`config.mk`:
```
export PLATFORM = sky130hd
export DESIGN_NAME = pca24s08a_write_scheduler
export DESIGN_NICKNAME = d
export VERILOG_FILES = /design/src/rtl/pca24s08a_write_scheduler.sv
export SDC_FILE = /design/constraint.sdc
export NUM_CORES = 1
export LEC_CHECK = 0
export ABC_AREA = 1
export BUFFER_PORTS_ARGS = -buffer_cell sky130_fd_sc_hd__buf_2
export CAP_MARGIN = 20
export CELL_PAD_IN_SITES_DETAIL_PLACEMENT = 0
export CELL_PAD_IN_SITES_GLOBAL_PLACEMENT = 1
export CORE_ASPECT_RATIO = 1.1
export CORE_MARGIN = 1.5
export CORE_UTILIZATION = 37
export DETAILED_ROUTE_END_ITERATION = 6
export PLACE_DENSITY_LB_ADDON = 0.1
export SLEW_MARGIN = 0
export SYNTH_ARGS = -nofsm -noshare
export SYNTH_HDL_FRONTEND = slang
export SYNTH_SLANG_ARGS = --single-unit
```
`constraint.sdc`:
```
create_clock -name clk -period 1.8 [get_ports clk]
set_input_delay 0.09 -clock clk [delete_from_list [all_inputs] [get_ports clk]]
set_output_delay 0.09 -clock clk [all_outputs]
set_load 0.03 [all_outputs]
```
`src/rtl/pca24s08a_write_scheduler.sv`:
```
// pca24s08a_write_scheduler
// Arbitrates two byte-write requesters onto one PCA24S08A byte-write engine.
// Each granted write is issued with a start pulse. The scheduler then waits
// for the engine to finish and holds off for the EEPROM write-cycle time
// before the next transfer can start.
// The tWR and timeout counts share one down-counter, because the two phases
// never overlap.
// TIMEOUT_CYCLES must be at least 2: one cycle is spent in ISSUE and the
// rest in WAIT_DONE.
module pca24s08a_write_scheduler #(
  parameter int CLK_FREQ       = 50_000_000,
  parameter int TWR_US         = 5000,
  parameter int TIMEOUT_CYCLES = 10_000
) (
  input  logic       clk,
  input  logic       rst,
  input  logic       req0_valid,
  output logic       req0_ready,
  input  logic [9:0] req0_addr,
  input  logic [7:0] req0_data,
  output logic       req0_done,
  input  logic       req1_valid,
  output logic       req1_ready,
  input  logic [9:0] req1_addr,
  input  logic [7:0] req1_data,
  output logic       req1_done,
  output logic       resp_err,
  output logic       bw_start,
  output logic [2:0] bw_block,
  output logic [2:0] bw_page,
  output logic [3:0] bw_byte,
  output logic [7:0] bw_data,
  input  logic       bw_done,
  output logic       busy
);

  localparam int TWR_CYCLES = (CLK_FREQ / 1_000_000) * TWR_US;
  localparam int MAX_CYCLES = (TWR_CYCLES > TIMEOUT_CYCLES) ? TWR_CYCLES : TIMEOUT_CYCLES;
  localparam int CNT_W      = $clog2(MAX_CYCLES + 1);

  // tWR_WAIT spans TWR_CYCLES cycles (count TWR_CYCLES-1 down to 0).
  // The timeout load leaves room for the ISSUE cycle, so expiry lands exactly
  // TIMEOUT_CYCLES cycles after bw_start.
  localparam logic [CNT_W-1:0] TWR_LOAD = CNT_W'(TWR_CYCLES - 1);
  localparam logic [CNT_W-1:0] TO_LOAD  = CNT_W'(TIMEOUT_CYCLES - 2);
  localparam logic [CNT_W-1:0] CNT_ONE  = CNT_W'(1);

  typedef enum logic [1:0] {
    IDLE,
    ISSUE,
    WAIT_DONE,
    TWR_WAIT
  } state_t;

  state_t           state;
  state_t           state_next;
  logic [CNT_W-1:0] cnt;
  logic [CNT_W-1:0] cnt_next;
  logic             bw_done_q;
  logic             done_rise;
  logic             grant;
  logic             last_grant;
  logic             accept;
  logic             finish;
  logic             finish_err;
  logic [9:0]       sel_addr;
  logic [7:0]       sel_data;

  // Round-robin grant: a lone valid wins, a tie goes to the requester that was not served last
  always_comb begin
    req0_ready = 1'b0;
    req1_ready = 1'b0;
    if (state == IDLE) begin
      req0_ready = req0_valid && (!req1_valid || last_grant);
      req1_ready = req1_valid && (!req0_valid || !last_grant);
    end
  end

  assign accept    = req0_ready || req1_ready;
  assign sel_addr  = req1_ready ? req1_addr : req0_addr;
  assign sel_data  = req1_ready ? req1_data : req0_data;
  assign done_rise = bw_done && !bw_done_q;
  assign bw_start  = (state == ISSUE);
  assign busy      = (state != IDLE);

  // State register
  always_ff @(posedge clk) begin
    if (rst) begin
      state <= IDLE;
    end else begin
      state <= state_next;
    end
  end

  // Next-state and counter logic; an engine edge takes priority over timeout expiry
  always_comb begin
    state_next = state;
    cnt_next   = cnt;
    finish     = 1'b0;
    finish_err = 1'b0;
    case (state)
      IDLE: begin
        if (accept) begin
          state_next = ISSUE;
        end
      end
      ISSUE: begin
        cnt_next   = TO_LOAD;
        state_next = WAIT_DONE;
      end
      WAIT_DONE: begin
        if (done_rise) begin
          cnt_next   = TWR_LOAD;
          state_next = TWR_WAIT;
        end else if (cnt == '0) begin
          state_next = IDLE;
          finish     = 1'b1;
          finish_err = 1'b1;
        end else begin
          cnt_next = cnt - CNT_ONE;
        end
      end
      TWR_WAIT: begin
        if (cnt == '0) begin
          state_next = IDLE;
          finish     = 1'b1;
        end else begin
          cnt_next = cnt - CNT_ONE;
        end
      end
      default: begin
        state_next = IDLE;
      end
    endcase
  end

  // Datapath: latch the granted request, track bw_done history and emit done/err pulses
  always_ff @(posedge clk) begin
    if (rst) begin
      bw_block   <= '0;
      bw_page    <= '0;
      bw_byte    <= '0;
      bw_data    <= '0;
      bw_done_q  <= 1'b0;
      cnt        <= '0;
      grant      <= 1'b0;
      last_grant <= 1'b1;
      req0_done  <= 1'b0;
      req1_done  <= 1'b0;
      resp_err   <= 1'b0;
    end else begin
      bw_done_q <= bw_done;
      cnt       <= cnt_next;
      if (accept) begin
        grant    <= req1_ready;
        bw_block <= sel_addr[9:7];
        bw_page  <= sel_addr[6:4];
        bw_byte  <= sel_addr[3:0];
        bw_data  <= sel_data;
      end
      if (finish) begin
        last_grant <= grant;
      end
      req0_done <= finish && !grant;
      req1_done <= finish && grant;
      resp_err  <= finish && finish_err;
    end
  end

endmodule

```
## After elaboration in Yosys (flattened, before gate mapping)

Cells that the tools add are included.
W data, S select, Z words.

- Register bits after elaboration: 44
- Logic and storage cells: 50

- Add/subtract/negate cells: 1
- Equality and inequality tests: 4
- Muxes and demuxes: 15
- Reductions and logical operators: 18

Operators by type and width:

| kind | count |
|---|---|
| $pmux W18 S3 | 1 |
| $mux W18 | 2 |
| $logic_not A18 Y1 | 1 |
| $sub A18 B1 Y18 const B | 1 |
| $mux W10 | 1 |
| $mux W8 | 1 |
| $pmux W2 S4 | 1 |
| $logic_and A1 B1 Y1 | 6 |
| $mux W2 | 3 |
| $logic_not A1 Y1 | 5 |
| $mux W1 | 5 |
| $eq A2 B2 Y1 const B | 2 |
| $logic_or A1 B1 Y1 | 3 |
| $reduce_bool A3 Y1 | 1 |
| $eq A2 B1 Y1 const B | 1 |
| $logic_not A2 Y1 | 1 |
| $ne A2 B2 Y1 const B | 1 |
| $pmux W1 S2 | 1 |
| $reduce_bool A2 Y1 | 1 |

## Logic depth before layout (Yosys ltp)

Gate-level depths: netlist of the first run.

- Word-level depth: 7
- Gate-level depth with buffers: 13
- Gate-level depth less buffers: 13

## Worst setup path before layout of the first run

OpenSTA, ideal clock, no wires.

- Path type: register -> register
- From: register cnt[0]
- To: register last_grant
- Arrival: 1.338 ns
- Required time: 1.689 ns
- Slack: 0.351 ns
- Cell stages (with the launch flop): 12
- Path buffers: 0
- Cells stage by stage: dfxtp_1 > inv_2 > ha_1 > nand2_2 > nor2_8 > nand2_4 > nor2_4 > nand2_4 > nor2_8 > nand3_2 > o21ai_2 > inv_2

- Cells in the longest elaborated chain, start to end: 4

RTL lines:

| item | line | text |
|---|---|---|
| from (decl) | 57 | `logic [CNT_W-1:0] cnt;` |
| from (signal assigned) | 153 | `cnt <= cnt_next;` |
| $logic_not A18 Y1 * | 115, 124 |  |
| $mux W1 * | 115, 124 |  |
| $mux W1 | 112 | `if (done_rise) begin` |
| $pmux W1 S2 * | 101 | `case (state)` |
| to (signal assigned) | 162 | `last_grant <= grant;` |
| to (decl) | 62 | `logic last_grant;` |

Mark *: on every way between the ends. The rest lies on a longest branch, timed or not.
A chain may end at the register's enable or synchronous reset.

## Worst setup path after layout of the first run

- From: register state[1]
- To: output req1_ready

- Cells in the longest elaborated chain, start to end: 2

RTL lines:

| item | line | text |
|---|---|---|
| from (decl) | 55 | `state_t state;` |
| from (signal assigned) | 91 | `state <= state_next;` |
| $logic_not A2 Y1 | 73 | `if (state == IDLE) begin` |
| $mux W1 | 73 |  |
| to (decl) | 23 | `output logic req1_ready,` |

Every way passes these cells.

==> results of run 1 <==
==> critical path, delay by kind of cell, from the launching register on <==
kind                   cells  cell delay [ns]
and+or+nand+nor            2             0.21
DFF                        1             0.51
buffers and inverters      2             0.55
==> final cells by class <==
| class | count | area, um^2 |
|---|---|---|
| multi-input cells | 242 | 1290 |
| inverters | 43 | 163 |
| well taps | 80 | 100 |
| fillers | 697 | 3310 |
| repair buffers | 74 | 393 |
| flip-flops and latches | 44 | 881 |
| clock buffers | 8 | 90.1 |
==> synthesized netlist by cell type (all sizes together) <==
cell / count / area [um^2]
nor3: 2 / 15.0
nand4: 8 / 50.1
a21o: 1 / 7.51
or2: 4 / 25.0
nor2: 31 / 210
o211ai: 14 / 105
nand2: 98 / 395
xnor2: 1 / 8.76
ha: 1 / 12.5
xor2: 4 / 35.0
a31oi: 10 / 62.6
buf: 8 / 53.8
o21ai: 6 / 33.8
and3: 1 / 6.26
dfxtp: 44 / 881
clkinv: 1 / 3.75
inv: 42 / 158
a21oi: 20 / 100
clkbuf: 5 / 18.8
nand3: 41 / 228
==> placed cells by master, fill, tap and decap left out <==
master,count
sky130_fd_sc_hd__nand3_4,1
sky130_fd_sc_hd__ha_1,1
sky130_fd_sc_hd__nand4_1,8
sky130_fd_sc_hd__dfxtp_1,44
sky130_fd_sc_hd__clkinv_1,1
sky130_fd_sc_hd__nand2_2,5
sky130_fd_sc_hd__nand2_4,2
sky130_fd_sc_hd__nor2_1,20
sky130_fd_sc_hd__a21oi_1,20
sky130_fd_sc_hd__clkinv_2,1
sky130_fd_sc_hd__o21ai_0,3
sky130_fd_sc_hd__nor3_1,1
sky130_fd_sc_hd__clkbuf_8,6
sky130_fd_sc_hd__inv_2,14
sky130_fd_sc_hd__xor2_1,4
sky130_fd_sc_hd__nor2_4,5
sky130_fd_sc_hd__buf_4,9
sky130_fd_sc_hd__clkbuf_1,2
sky130_fd_sc_hd__nand2_1,91
sky130_fd_sc_hd__nor3_2,1
sky130_fd_sc_hd__nand3_2,2
sky130_fd_sc_hd__xnor2_1,1
sky130_fd_sc_hd__nor2_2,3
sky130_fd_sc_hd__o21ai_2,1
sky130_fd_sc_hd__nand3_1,38
sky130_fd_sc_hd__nor2_8,3
sky130_fd_sc_hd__or2_2,4
sky130_fd_sc_hd__a21o_1,1
sky130_fd_sc_hd__a31oi_1,10
sky130_fd_sc_hd__buf_2,65
sky130_fd_sc_hd__inv_1,27
sky130_fd_sc_hd__o21ai_1,2
sky130_fd_sc_hd__o211ai_1,14
sky130_fd_sc_hd__and3_1,1
==> metal layers <==
metal | track usage | wire length (um) | share of wire | vias up
met2 | 0.341 | 3000 | 0.51 | 49
met5 | 0 | 0 | 0 | -
li1 | - | - | - | 1251
met4 | 0.0533 | 53 | 0.0089 | 0
met3 | 0.0396 | 233 | 0.039 | 6
met1 | 0.217 | 2650 | 0.45 | 1064
==> power breakdown <==
part | switching [W] | internal [W]
clock | 0.000327 | 0.000313
combinational | 0.00230 | 0.00124
sequential | 0.000302 | 0.00129
total | 0.00293 | 0.00283
==> repair_timing <==
action                     CTS  global route
setup endpoints to repair    0             1
resized for setup            0             1
hold endpoints to repair     0             0
==> registers in the layout, indices dropped and copies added (netlist names), 2 cells and up <==
| name | flops |
|---|---|
| cnt | 18 |
| bw_data | 8 |
| bw_byte | 4 |
| bw_block | 3 |
| bw_page | 3 |
| state | 2 |
==> logic make-up (layout without fill, tap and decap cells) <==
kind of cell | after synthesis | in the layout
AND/OR/NAND/NOR | 185 | 185
buffers and inverters | 56 | 125
AO/OA/AOI/OAI | 51 | 51
flip-flops | 44 | 44
XOR/XNOR | 5 | 5
adder cells (fa/ha/maj) | 1 | 1
==> worst paths after layout <==
| path | endpoint | cells past startpoint | slack (ns) |
|---|---|---|---|
| worst min-delay path | bw_done_q$_SDFF_PP0_ | 3 | 0.01 |
| worst min register to register | grant$_SDFFE_PP0P_ | 2 | 0.47 |
| worst max register to register | cnt[0]$_SDFFE_PP0P_ | 9 | 0.18 |
| worst max-delay path | req1_ready | 4 | 0.14 |
==> per-stage QoR <==
step                      hold slack, ns  worst slack [ns]  total power (W)  area, um^2
final                             0.0121             0.136          0.00576        2920
after CTS                        0.00920            0.0936          0.00583        2920
after floorplan                    0.215             0.351          0.00436        2410
after detailed placement           0.319             0.174          0.00517        2830
after global routing              0.0450           0.00494          0.00634        2920
after global placement             0.310             0.211          0.00519        2830
==> impl_metrics.yaml, run 1 <==
die:
  overall_die_width_um: 79.9
  initial_utilization: 0.387
  design.die.area_um2: 7010
  io-pin-count: 66
  core_footprint_um2: 6230
  core.rowCount: 30
  die_y_um: 87.6
clock_tree:
  cts_made_buffers: 5
  htreeDepth: 2
  cts_sinks: 44
  clk-insertion-delay-late_ns: 0.29
  hold_buffers: 0
  clock_path_buffers: 2
  cts_tree: "built"
  clk_pin_slew_worst_paths_ns: 0.08
  postCtsSetupBuffers: 0
  clock_root_cell: "sky130_fd_sc_hd__clkbuf_8"
logic_synthesis:
  avgSynthCellArea_um2: 7.05
  synth_seq_cells: 44
  yosys.area_share.xor_xnor: 0.0182
  main_combinational_cell_family_by_area_after_synthesis: "simple AND/OR/NAND/NOR gates"
  synth.yosys.seq_area_share: 0.366
  synth.yosys.warnings: 0
  netlist-cell-type-count: 33
  post_synth_instance_area_um2: 2410
  synth_mux_area_frac: 0
  synth-adder-area-share: 0.00519
  post_synthesis_compound_gate_area_fraction: 0.128
  syn_nets: 384
  postSynthCellCount: 342
  simple_gate_share_of_the_synthesized_area: 0.386
detailed_routing:
  route.detailed.drc: 0
  total_via_count_in_the_routed_design: 2370
  routed_via_density: 4.83
  routedWlPerCell_um: 12.1
  detailedRoute.firstIterationViolations: 48
  route.antenna.remaining_nets: 0
  detailedRoute.firstPassIterationCount: 4
  final_routed_wirelength_across_all_metal_layers_um: 5940
place:
  dpl.hpwl_um: 4510
  placedCellCount: 483
  gp_routability_congestion: 0.837
  io_buffers: 65
critical_path:
  crit_path_top_delay_cell: "sky130_fd_sc_hd__dfxtp_1"
  timing.critical_path.fanout_max: 19
  required_ns: 1.71
  setup.worst_path.class: "reg -> out"
  crit_arrival_ns: 1.57
  regToRegStartpoint: "cnt[0]$_SDFFE_PP0P_"
  worstSetupStartpointType: "register"
  list_of_cells_traversed_by_the_critical_path: "nor2_8, nand3_2, clkinv_2, buf_2"
  timing.critical_path.slowest_cell_delay_ns: 0.51
  crit_start: "state[1]$_SDFFE_PP0P_"
  end_kind: "output port"
finish:
  drive_gt1_frac: 0.297
  area.growth.synth_to_final_pct: 21.2
  finish.cell_count_without_fillers: 491
  layout.nets: 452
  n_antenna_cell: 0
  post_layout_utilization_of_the_core: 0.469
sta:
  max_clock_freq_mhz: 601
  total_negative_slack_ns: 0
  timing_hold_violations_final: 0
  tightest_slew_margin_relative_to_the_limit: 0.674
  layout_worst_path_cycle_share: 0.924
  timing.final.max_slew_violations: 0
  worst-slew-pin-transition_ns: 0.489
  fin_crit_ns: 1.66
  rsz0062_at_grt: "false"
  fin_worst_skew_ns: 0.00641
  finalSetupViolCount: 0
power:
  pwr_density_cell_nw_per_um2: 1970
  ir_drop_uv: 990
  static-leakage-power_nw: 1.46
worst_hold_path:
  worst_hold_path_type: "in -> reg"
  hp-start: "bw_done"
outcome:
  status: "finished clean"
global_route:
  global_route_total_usage_across_every_layer: 0.186
  first_global_vias: 2333
  grt_max_degree: 30
  grt_first_pass_wirelength_um: 10400
  global_route.overflow_total: 0
  initial_antenna_violation_count: 0
flow_run:
  cap_viol_max_count: 0
Note: power is estimated with default switching activity, not from simulation.
==> run 2, diff against run 1 <==
ABC_AREA = default   (was 1)
==> run 2 against run 1 <==
  * The flow now finishes with violations (setup timing)
  * Design area grew 7.2%
  * Synthesized cell count shrank 22%
  * Via count shrank 0.72%
  * Worst setup slack lost 0.25 ns
  * Non-clock buffer count grew 35
  * Fmax shrank 13%
  * Largest cell class unchanged
  * Routed wire length grew 9.4%
  * Clock skew shrank 0.00086 ns
  * Clock power grew 22%
  * Critical path depth grew 3
  * Sequential cell count is the same
==> impl_metrics.yaml, run 2 <==
outcome:
  status: "complete, but fails checks"
  failing_checks: "setup timing"
clock_tree:
  clock_path_buffers: 2
  clk-insertion-delay-late_ns: 0.30
  clk_pin_slew_worst_paths_ns: 0.09
  htreeDepth: 2
  cts_tree: "built"
  hold_buffers: 0
  clock_root_cell: "sky130_fd_sc_hd__clkbuf_8"
  cts_sinks: 44
  cts_made_buffers: 5
logic_synthesis:
  syn_nets: 310
  yosys.area.top_type_share: 0.407
  synthArstFlopShare: 0
  synth_top_cell_by_area: "sky130_fd_sc_hd__dfxtp_1"
  synth_enable_flop_cells: 0
  synthMostInstantiatedCell: "sky130_fd_sc_hd__dfxtp_1"
  avgSynthCellArea_um2: 8.08
  post_synth_instance_area_um2: 2160
  commonest_cells_post_synth: "44 x sky130_fd_sc_hd__dfxtp_1, 39 x sky130_fd_sc_hd__nor2_1, 33 x sky130_fd_sc_hd__nand2_1, 16 x sky130_fd_sc_hd__o21ai_0, 15 x sky130_fd_sc_hd__a311oi_1"
  ys_top_cells_by_area: "sky130_fd_sc_hd__dfxtp_1 41%, sky130_fd_sc_hd__nor2_1 6.8%, sky130_fd_sc_hd__a311oi_1 6.1%"
  synth.yosys.warnings: 0
  synth.yosys.seq_area_share: 0.407
  synth-main-ff-cell: "sky130_fd_sc_hd__dfxtp_1"
  synth_seq_cells: 44
  netlist-cell-type-count: 51
  postSynthCellCount: 268
detailed_routing:
  final_routed_wirelength_across_all_metal_layers_um: 6500
  route.antenna.remaining_nets: 0
  routedWlPerCell_um: 14.6
  route.detailed.drc: 0
  total_via_count_in_the_routed_design: 2353
  routed_via_density: 5.28
  detailedRoute.firstPassIterationCount: 5
  detailedRoute.firstIterationViolations: 195
global_route:
  grt_first_pass_wirelength_um: 10700
  first_global_vias: 2217
  global_route_total_usage_across_every_layer: 0.210
  grt_max_degree: 42
  global_route.overflow_total: 0
  initial_antenna_violation_count: 0
finish:
  multi_input_comb_area_um2: 1330
  layout.filler_cells: 538
  layout.cells.most_common: "sky130_fd_sc_hd__buf_2"
  area.growth.synth_to_final_pct: 44.7
  n_antenna_cell: 0
  stdcell_area_um2: 3130
  layout.nets: 410
  registers.top_by_ff_count: "cnt"
  reg_top3: "cnt: 18 flops, bw_data: 8 flops, bw_byte: 4 flops"
  most_frequent_cells_in_the_layout: "65 x sky130_fd_sc_hd__buf_2, 40 x sky130_fd_sc_hd__dfxtp_1, 40 x sky130_fd_sc_hd__buf_4"
  finish.cell_count_without_fillers: 446
  largest_register_ffs: 18
  regArea_um2: 886
  drive_gt1_frac: 0.409
critical_path:
  timing.critical_path.fanout_max: 5
  timing.critical_path.slowest_cell_delay_ns: 0.49
  list_of_cells_traversed_by_the_critical_path: "inv_2, ha_4, or4b_4, buf_6, a211o_1, or3_1, a31oi_1"
  required_ns: 2.03
  worstSetupStartpointType: "register"
  setup.worst_path.class: "reg -> reg"
  end_kind: "register"
  crit_path_top_delay_cell: "sky130_fd_sc_hd__or4b_4"
  crit_arrival_ns: 2.14
sta:
  timing_hold_violations_final: 0
  max_clock_freq_mhz: 523
  worst-slew-pin-transition_ns: 0.694
  fin_worst_skew_ns: 0.00555
  finalSetupViolCount: 16
  timing.final.max_slew_violations: 0
  fin_crit_ns: 1.91
  layout_worst_path_cycle_share: 1.06
  timing.final.ws_setup_ns: -0.112
  rsz0062_at_grt: "true"
  tightest_slew_margin_relative_to_the_limit: 0.535
power:
  power_frac_seq: 0.265
  p_int_w: 0.00290
  switching_share: 0.423
  share_comb_of_total_power: 0.579
  switching_power_w: 0.00213
  ir_drop_uv: 587
  pwr_density_cell_nw_per_um2: 1600
  clock_network_power_share: 0.156
  static-leakage-power_nw: 1.36
worst_hold_path:
  worst_hold_path_type: "in -> reg"
flow_run:
  cap_viol_max_count: 0
die:
  core.rowCount: 29
  design.die.area_um2: 6320
  die_y_um: 83.2
  overall_die_width_um: 75.9
  initial_utilization: 0.380
  io-pin-count: 66
  core_footprint_um2: 5700
place:
  placedCellCount: 430
  dpl.hpwl_um: 4460
  dpl_cell_area_um2: 2840
  io_buffers: 65
  gp_routability_congestion: 0.879
[run 2: changes by cell type after synthesis, sizes merged, moves of 9 or more]
cell and change:
inv -35, o211ai -13, nand2 -65, o21ai +11
a21oi -9, nand3 -32, a311oi +15
[run 2: cell type report]
| cell class | instances | area share |
|---|---|---|
| Timing Repair Buffer | 109 | 0.214 |
| Inverter | 9 | 0.0112 |
| Multi-Input combinational cell | 199 | 0.426 |
| Clock inverter | 3 | 0.0136 |
| Tap cell | 77 | 0.0308 |
| Clock buffer | 5 | 0.0220 |
| Sequential cell | 44 | 0.283 |
[run 2: power by group through the flow]
stage                     registers (W)  clock network, W  logic [W]
final                           0.00133          0.000783    0.00291
after global routing            0.00136          0.000848    0.00313
after CTS                       0.00132          0.000796    0.00261
after detailed placement        0.00133                 0    0.00243
after global placement          0.00133                 0    0.00243
after floorplan                 0.00153                 0    0.00138
[run 2: kinds of logic after synthesis]
kind of cell	Yosys count	share of synthesized area
AO/OA/AOI/OAI	70	0.235
buffers and inverters	25	0.0451
multiplexers	4	0.0185
adder cells (fa/ha/maj)	1	0.00578
XOR/XNOR	3	0.0121
flip-flops	44	0.407
AND/OR/NAND/NOR	121	0.277
[run 2: metal layers]
layer  part of all wire  global-route usage
met1               0.43               0.256
met3              0.047              0.0462
met5                  0                   0
met2               0.51               0.355
met4              0.010              0.0892
[run 2: path summary, 6_finish.rpt]
| check | slack, ns | start | endpoint | cells past startpoint |
|---|---|---|---|---|
| setup / recovery | -0.11 | cnt[0]$_SDFFE_PP0P_ | cnt[6]$_SDFFE_PP0P_ | 7 |
| hold / removal | 0.02 | bw_done | bw_done_q$_SDFF_PP0_ | 2 |
| setup reg to reg | -0.11 | cnt[0]$_SDFFE_PP0P_ | cnt[6]$_SDFFE_PP0P_ | 7 |
| hold reg to reg | 0.42 | grant$_SDFFE_PP0P_ | req0_done$_SDFF_PP0_ | 1 |
[run 2: repair_timing]
action | in CTS | in global routing
pin swaps | 1 | 12
setup endpoints to repair | 20 | 23
resized for setup | 11 | 16
buffers inserted | 3 | 5
[run 2: metrics by stage]
step	TNS, ns	total power (W)	util	setup slack [ns]	hold slack [ns]
5_1_grt	-2.75	0.00534	0.550	-0.215	0.0339
6_report	-0.919	0.00502	0.550	-0.112	0.0157
4_1_cts	-0.812	0.00473	0.531	-0.0968	0.0109
3_5_place_dp	-0.877	0.00377	0.498	-0.163	0.327
3_3_place_gp	-0.646	0.00377	0.498	-0.116	0.326
2_1_floorplan	-0.986	0.00292	-	-0.163	0.218
[run 2: worst max-delay path, delay by kind of cell (launching register included)]
family | cells | cell delay, ns
and+or+nand+nor | 2 | 0.79
buffers and inverters | 2 | 0.23
DFF | 1 | 0.33
AOI/OAI and AO/OA | 2 | 0.36
adders and majority gates | 1 | 0.12
